<file path="config.mk">
export PLATFORM = sky130hd
export DESIGN_NAME = tx_framer
export DESIGN_NICKNAME = d
export VERILOG_FILES = /design/src/rtl/tx_framer.sv
export SDC_FILE = /design/constraint.sdc
export NUM_CORES = 1
export LEC_CHECK = 0
export BUFFER_PORTS_ARGS = -buffer_cell sky130_fd_sc_hd__buf_4
export CORE_MARGIN = 1
export CORE_UTILIZATION = 45
export CTS_BUF_LIST = sky130_fd_sc_hd__clkbuf_8
export DETAILED_ROUTE_END_ITERATION = 8
export PLACE_DENSITY = 0.67
export SETUP_SLACK_MARGIN = 0.1
export SLEW_MARGIN = 20
export SYNTH_ARGS = -nofsm -noshare
export SYNTH_HDL_FRONTEND = slang
export SYNTH_SLANG_ARGS = --single-unit
</file>
<file path="constraint.sdc">
create_clock -name clk -period 2.45 [get_ports clk]
set_input_delay 0.49 -clock clk [delete_from_list [all_inputs] [get_ports clk]]
set_output_delay 0.49 -clock clk [all_outputs]
set_load 0.02 [all_outputs]
</file>
<file path="src/rtl/tx_framer.sv">
// tx_framer: wraps payload packets as STP/SDP + data + PAD fill + END so the
// frame length is a multiple of 4 and END falls in striper lane 3. IDL fills
// the gaps between packets, and a COM,SKP,SKP,SKP ordered set is inserted
// periodically, always between frames.
module tx_framer #(
  parameter int SKP_INTERVAL = 1180,
  parameter int CNT_W        = 11
) (
  input  logic       clk,
  input  logic       reset,
  input  logic       in_valid,
  input  logic [7:0] in_data,
  input  logic       in_last,
  input  logic       in_sdp,
  output logic       in_ready,
  output logic [7:0] out_byte,
  output logic       out_k,
  output logic       frame_act,
  output logic       underrun
);

  localparam logic [7:0] C_COM = 8'hBC;
  localparam logic [7:0] C_PAD = 8'hF7;
  localparam logic [7:0] C_SKP = 8'h1C;
  localparam logic [7:0] C_STP = 8'hFB;
  localparam logic [7:0] C_SDP = 8'h5C;
  localparam logic [7:0] C_END = 8'hFD;
  localparam logic [7:0] C_IDL = 8'h7C;

  localparam logic [CNT_W-1:0] CNT_MAX = CNT_W'(SKP_INTERVAL - 1);

  typedef enum logic [2:0] {
    S_IDLE,
    S_SKP1,
    S_SKP2,
    S_SKP3,
    S_DATA,
    S_PAD,
    S_END
  } state_t;

  state_t           r_state;
  logic [1:0]       r_pos;
  logic [CNT_W-1:0] r_cnt;
  logic             r_skp_pend;
  logic [7:0]       r_out_byte;
  logic             r_out_k;
  logic             r_frame_act;
  logic             r_underrun;

  logic             w_expire;
  logic [1:0]       w_pos_nx;

  assign w_expire  = (r_cnt == CNT_MAX);
  assign w_pos_nx  = r_pos + 2'd1;

  assign in_ready  = (r_state == S_DATA);
  assign out_byte  = r_out_byte;
  assign out_k     = r_out_k;
  assign frame_act = r_frame_act;
  assign underrun  = r_underrun;

  // Free-running SKP interval timer; runs in every state.
  always_ff @(posedge clk) begin
    if (reset)         r_cnt <= '0;
    else if (w_expire) r_cnt <= '0;
    else               r_cnt <= r_cnt + 1'b1;
  end

  // Framing FSM with registered symbol outputs and the pending-SKP flag.
  always_ff @(posedge clk) begin
    if (reset) begin
      r_state     <= S_IDLE;
      r_pos       <= 2'd0;
      r_skp_pend  <= 1'b0;
      r_out_byte  <= C_IDL;
      r_out_k     <= 1'b1;
      r_frame_act <= 1'b0;
      r_underrun  <= 1'b0;
    end else begin
      // Expiry sets the flag (a repeat expiry is absorbed); SKP3 retires it.
      r_skp_pend <= w_expire | (r_skp_pend & (r_state != S_SKP3));
      r_underrun <= 1'b0;
      case (r_state)
        S_IDLE: begin
          r_out_k <= 1'b1;
          if (r_skp_pend) begin
            r_out_byte  <= C_COM;
            r_frame_act <= 1'b0;
            r_state     <= S_SKP1;
          end else if (in_valid) begin
            // Start symbol only; the first byte stays on the bus for DATA.
            r_out_byte  <= in_sdp ? C_SDP : C_STP;
            r_frame_act <= 1'b1;
            r_pos       <= 2'd1;
            r_state     <= S_DATA;
          end else begin
            r_out_byte  <= C_IDL;
            r_frame_act <= 1'b0;
          end
        end
        S_SKP1, S_SKP2, S_SKP3: begin
          r_out_byte  <= C_SKP;
          r_out_k     <= 1'b1;
          r_frame_act <= 1'b0;
          case (r_state)
            S_SKP1:  r_state <= S_SKP2;
            S_SKP2:  r_state <= S_SKP3;
            default: r_state <= S_IDLE;
          endcase
        end
        S_DATA: begin
          r_frame_act <= 1'b1;
          r_pos       <= w_pos_nx;
          if (in_valid) begin
            // Payload is passed through untouched, even if it looks like a code.
            r_out_byte <= in_data;
            r_out_k    <= 1'b0;
            if (in_last) r_state <= (w_pos_nx == 2'd3) ? S_END : S_PAD;
          end else begin
            // Missing mid-packet byte: fill the slot and flag it.
            r_out_byte <= C_PAD;
            r_out_k    <= 1'b1;
            r_underrun <= 1'b1;
          end
        end
        S_PAD: begin
          r_out_byte  <= C_PAD;
          r_out_k     <= 1'b1;
          r_frame_act <= 1'b1;
          r_pos       <= w_pos_nx;
          if (w_pos_nx == 2'd3) r_state <= S_END;
        end
        S_END: begin
          r_out_byte  <= C_END;
          r_out_k     <= 1'b1;
          r_frame_act <= 1'b1;
          r_pos       <= 2'd0;
          r_state     <= S_IDLE;
        end
        default: begin
          r_out_byte  <= C_IDL;
          r_out_k     <= 1'b1;
          r_frame_act <= 1'b0;
          r_pos       <= 2'd0;
          r_state     <= S_IDLE;
        end
      endcase
    end
  end

endmodule

</file>
==> flow_summary.html <==
<table>
<tr><th>Metric</th><th>Value</th></tr>
<tr><th colspan="2">Outcome</th></tr>
<tr><td>Run status</td><td>completed</td></tr>
<tr><th colspan="2">Placed design</th></tr>
<tr><td>Gp weighted congestion</td><td>0.791</td></tr>
<tr><td>Setup slack after placement</td><td>0.741 ns</td></tr>
<tr><td>Quantity of I/O buffers inserted on ports</td><td>24</td></tr>
<tr><td>HPWL after detailed placement</td><td>1.79 mm</td></tr>
<tr><th colspan="2">Die</th></tr>
<tr><td>Die footprint</td><td>0.00299 mm^2</td></tr>
<tr><td>Count of boundary I/O pins</td><td>25</td></tr>
<tr><td>Row cnt</td><td>18</td></tr>
<tr><td>Effective utilization at floorplan</td><td>49.1%</td></tr>
<tr><td>Overall die width</td><td>54.7 um</td></tr>
<tr><td>Vertical extent of the die</td><td>54.7 um</td></tr>
<tr><td>Core region area</td><td>0.00254 mm^2</td></tr>
<tr><th colspan="2">STA</th></tr>
<tr><td>Final setup skew</td><td>0.00202 ns</td></tr>
<tr><td>Remaining max-slew budget at the tightest pin</td><td>56.9%</td></tr>
<tr><td>Post-route setup TNS</td><td>0 ns</td></tr>
<tr><td>Crit share post-route</td><td>77.2%</td></tr>
<tr><td>Hold Fails Final Rpt</td><td>0</td></tr>
<tr><td>Tightest hold margin</td><td>0.395 ns</td></tr>
<tr><td>Post-layout minimum cycle time</td><td>1.89 ns</td></tr>
<tr><td>Final worst setup slack</td><td>0.559 ns</td></tr>
<tr><td>Max-slew violations</td><td>0</td></tr>
<tr><td>Peak Freq</td><td>529 MHz</td></tr>
<tr><td>Setup violators final</td><td>0</td></tr>
<tr><td>Unrepaired setup endpoints after global routing</td><td>false</td></tr>
<tr><td>Worst-Margin Slew</td><td>0.645 ns</td></tr>
<tr><th colspan="2">Routing</th></tr>
<tr><td>Number of search-and-repair iterations in the first detailed-routing pass</td><td>4</td></tr>
<tr><td>Total number of vias</td><td>1034</td></tr>
<tr><td>Violation count after the first detailed-route iteration</td><td>24</td></tr>
<tr><td>Met3 routed WL</td><td>126 um</td></tr>
<tr><td>Routed Antenna Nets</td><td>0</td></tr>
<tr><td>Routed wl met2</td><td>1.10 mm</td></tr>
<tr><td>Residual DRC</td><td>0</td></tr>
<tr><td>Final routed wirelength across all metal layers</td><td>2.51 mm</td></tr>
<tr><td>Top routing layer used</td><td>met4</td></tr>
<tr><td>Metal1 wirelength</td><td>1.27 mm</td></tr>
<tr><td>Average vias per placed instance</td><td>5.22</td></tr>
<tr><td>WL/cell</td><td>12.7 um</td></tr>
<tr><th colspan="2">Global route</th></tr>
<tr><td>Number of global-route vias before repair</td><td>891</td></tr>
<tr><td>Maximum number of pins on one net before global-route repair</td><td>25</td></tr>
<tr><td>Initial antenna violation count</td><td>0</td></tr>
<tr><td>Total congestion overflow after global routing</td><td>0</td></tr>
<tr><td>Global-route usage over all layers</td><td>19.3%</td></tr>
<tr><td>Wire length of the first global-routing pass</td><td>4.07 mm</td></tr>
<tr><th colspan="2">Cells and area</th></tr>
<tr><td>Antenna diode count</td><td>0</td></tr>
<tr><td>Number of nets in the layout</td><td>184</td></tr>
<tr><td>Filler cells</td><td>235</td></tr>
<tr><td>Sequential cell area</td><td>561 um^2</td></tr>
<tr><td>Share of final-layout standard cells stronger than drive strength 1</td><td>20.8%</td></tr>
<tr><td>Area Overhead vs Synth</td><td>19.1%</td></tr>
<tr><td>Area taken by multi-input logic gates</td><td>629 um^2</td></tr>
<tr><th colspan="2">Synthesis</th></tr>
<tr><td>Number of enable flip-flop cells after synthesis</td><td>0</td></tr>
<tr><td>Share of synthesized area occupied by flip-flops and latches</td><td>44.8%</td></tr>
<tr><td>Yosys Warn Count</td><td>0</td></tr>
<tr><td>Synthesized netlist net count</td><td>163</td></tr>
<tr><td>Number of unique standard cell types used by synthesis</td><td>37</td></tr>
<tr><td>Cell area after technology mapping</td><td>0.00125 mm^2</td></tr>
<tr><td>Main synth FF type</td><td>sky130_fd_sc_hd__dfxtp_1</td></tr>
<tr><td>Share of flip-flops with an asynchronous set or reset</td><td>0%</td></tr>
<tr><td>Gate Count Post-Synth</td><td>148</td></tr>
<tr><td>Post-Syn Area per Cell</td><td>8.45 um^2</td></tr>
<tr><td>Number of storage elements in the synthesis netlist</td><td>28</td></tr>
<tr><th colspan="2">Setup path</th></tr>
<tr><td>Required time of the worst setup path</td><td>1.96 ns</td></tr>
<tr><td>Peak fanout along the critical path</td><td>24</td></tr>
<tr><td>Worst setup SP type</td><td>register</td></tr>
<tr><td>Type of destination of the critical path</td><td>primary output</td></tr>
<tr><td>Crit path DAT</td><td>1.40 ns</td></tr>
<tr><td>Classification of the worst setup path</td><td>reg -&gt; out</td></tr>
<tr><td>Launch point of the worst reg-to-reg path</td><td>r_state[2]</td></tr>
<tr><td>R2R cell count</td><td>3</td></tr>
<tr><td>Start point of the critical path</td><td>r_state[2]</td></tr>
<tr><th colspan="2">Clocking</th></tr>
<tr><td>Clock slew at reported path FFs</td><td>0.09 ns</td></tr>
<tr><td>Post-CTS sizing</td><td>0</td></tr>
<tr><td>Maximum clock path buffer count</td><td>2</td></tr>
<tr><td>H-tree Lvls</td><td>1</td></tr>
<tr><td>Total clock sinks</td><td>28</td></tr>
<tr><td>Total of hold buffers inserted after clock tree synthesis</td><td>0</td></tr>
<tr><td>Number of buffers inserted during clock tree synthesis</td><td>3</td></tr>
<tr><td>TritonCTS clock tree</td><td>built</td></tr>
<tr><td>Buffer count from post-CTS setup fixing</td><td>0</td></tr>
<tr><td>Clock root buffer</td><td>sky130_fd_sc_hd__clkbuf_8</td></tr>
<tr><td>Insertion delay of the later-clocked pin in the worst-skew pair</td><td>0.27 ns</td></tr>
<tr><th colspan="2">Flow run</th></tr>
<tr><td>Count of maximum capacitance violations</td><td>0</td></tr>
<tr><th colspan="2">Min path</th></tr>
<tr><td>Worst hold path cell count</td><td>2</td></tr>
<tr><td>Hold path start</td><td>in_data[4]</td></tr>
<tr><td>Worst hold path type</td><td>in -&gt; reg</td></tr>
<tr><th colspan="2">Pwr</th></tr>
<tr><td>Max rail drop VDD</td><td>0.381 mV</td></tr>
<tr><td>Leakage dissipation</td><td>0.588 nW</td></tr>
<tr><td>Pwr/cell area</td><td>661 mW/mm^2</td></tr>
<tr><td>Overall power consumption</td><td>0.984 mW</td></tr>
</table>
[state kept, by name, summed over array words and instances, names as in the netlist]
signal      flops
r_cnt          11
r_pos           2
frame_act       1
out_byte        8
out_k           1
r_state         3
r_skp_pend      1
underrun        1
[area by class of cell]
type | instances | area share [%]
sequential | 28 | 37.6
inverter | 7 | 1.76
multi-input combinational | 105 | 42.3
clock buffer | 4 | 3.70
tap | 30 | 2.52
timing repair buffer | 24 | 12.1
[synth_stat cells (2+ instances only)]
cell type | count | area (um^2)
sky130_fd_sc_hd__a21oi_1 | 6 | 30.0
sky130_fd_sc_hd__buf_2 | 3 | 15.0
sky130_fd_sc_hd__clkbuf_1 | 5 | 18.8
sky130_fd_sc_hd__dfxtp_1 | 28 | 561
sky130_fd_sc_hd__ha_1 | 2 | 25.0
sky130_fd_sc_hd__inv_1 | 7 | 26.3
sky130_fd_sc_hd__nand2_1 | 9 | 33.8
sky130_fd_sc_hd__nand2b_1 | 4 | 25.0
sky130_fd_sc_hd__nand3_1 | 4 | 20.0
sky130_fd_sc_hd__nand3b_1 | 4 | 30.0
sky130_fd_sc_hd__nor2_1 | 28 | 105
sky130_fd_sc_hd__nor3_1 | 6 | 30.0
sky130_fd_sc_hd__nor3b_1 | 3 | 22.5
sky130_fd_sc_hd__o21ai_0 | 8 | 40.0
sky130_fd_sc_hd__o21bai_1 | 2 | 15.0
sky130_fd_sc_hd__xnor2_1 | 7 | 61.3
sky130_fd_sc_hd__xor2_1 | 2 | 17.5
[power by group]
part           internal, mW  switching [mW]
Clock                 0.144           0.138
Combinational        0.0852          0.0988
Sequential            0.486          0.0318
Total                 0.715           0.269
[kinds of logic after synthesis]
| group | Yosys count | synth area share (%) |
|---|---|---|
| flops | 28 | 44.8 |
| fa+ha+maj | 2 | 2.00 |
| simple gates | 68 | 28.6 |
| compound gates | 25 | 12.6 |
| buf+inv | 15 | 4.80 |
| xor+xnor | 9 | 6.31 |
| mux | 1 | 0.801 |
[placed cells by master, fill, tap and decap left out, drive strengths merged, types with 2 or more instances in the layout]
master / Yosys / final
nand3: 5 / 5
nor3: 7 / 7
inv: 7 / 7
dfxtp: 28 / 28
clkbuf: 5 / 4
o21ai: 9 / 9
nand2b: 5 / 5
nand3b: 4 / 4
a21oi: 6 / 6
ha: 2 / 2
xnor2: 7 / 7
o21bai: 2 / 2
nor3b: 3 / 3
xor2: 2 / 2
nand2: 9 / 9
buf: 3 / 24
nor2: 28 / 28
[metrics by stage]
stage | utilization [%] | std cells | instance area [um^2]
final | 58.5 | 198 | 1490
after global routing | 58.5 | 198 | 1490
after CTS | 58.5 | 198 | 1490
after detailed placement | 56.3 | 194 | 1430
after global placement | 56.3 | 194 | 1430
after floorplan | - | 148 | 1250
[routing by layer]
metal | vias up | global-route usage, %
met5 | - | 0
met4 | 0 | 7.26
met3 | 2 | 3.61
met2 | 31 | 28.5
met1 | 461 | 27.3
li1 | 540 | -
[path summary, 6_finish.rpt]
path                               endpoint  slack [ns]
worst max-delay path               in_ready        0.56
worst min-delay path            out_byte[4]        0.40
worst max register to register  out_byte[4]        0.71
worst min register to register     r_cnt[0]        0.46
[worst max-delay path, stage by stage (launching register included)]
cell and delay [ns]:
sky130_fd_sc_hd__dfxtp_1 0.75, sky130_fd_sc_hd__and2_1 0.24, sky130_fd_sc_hd__buf_4 0.14
Power figures use the tool's default switching activity.
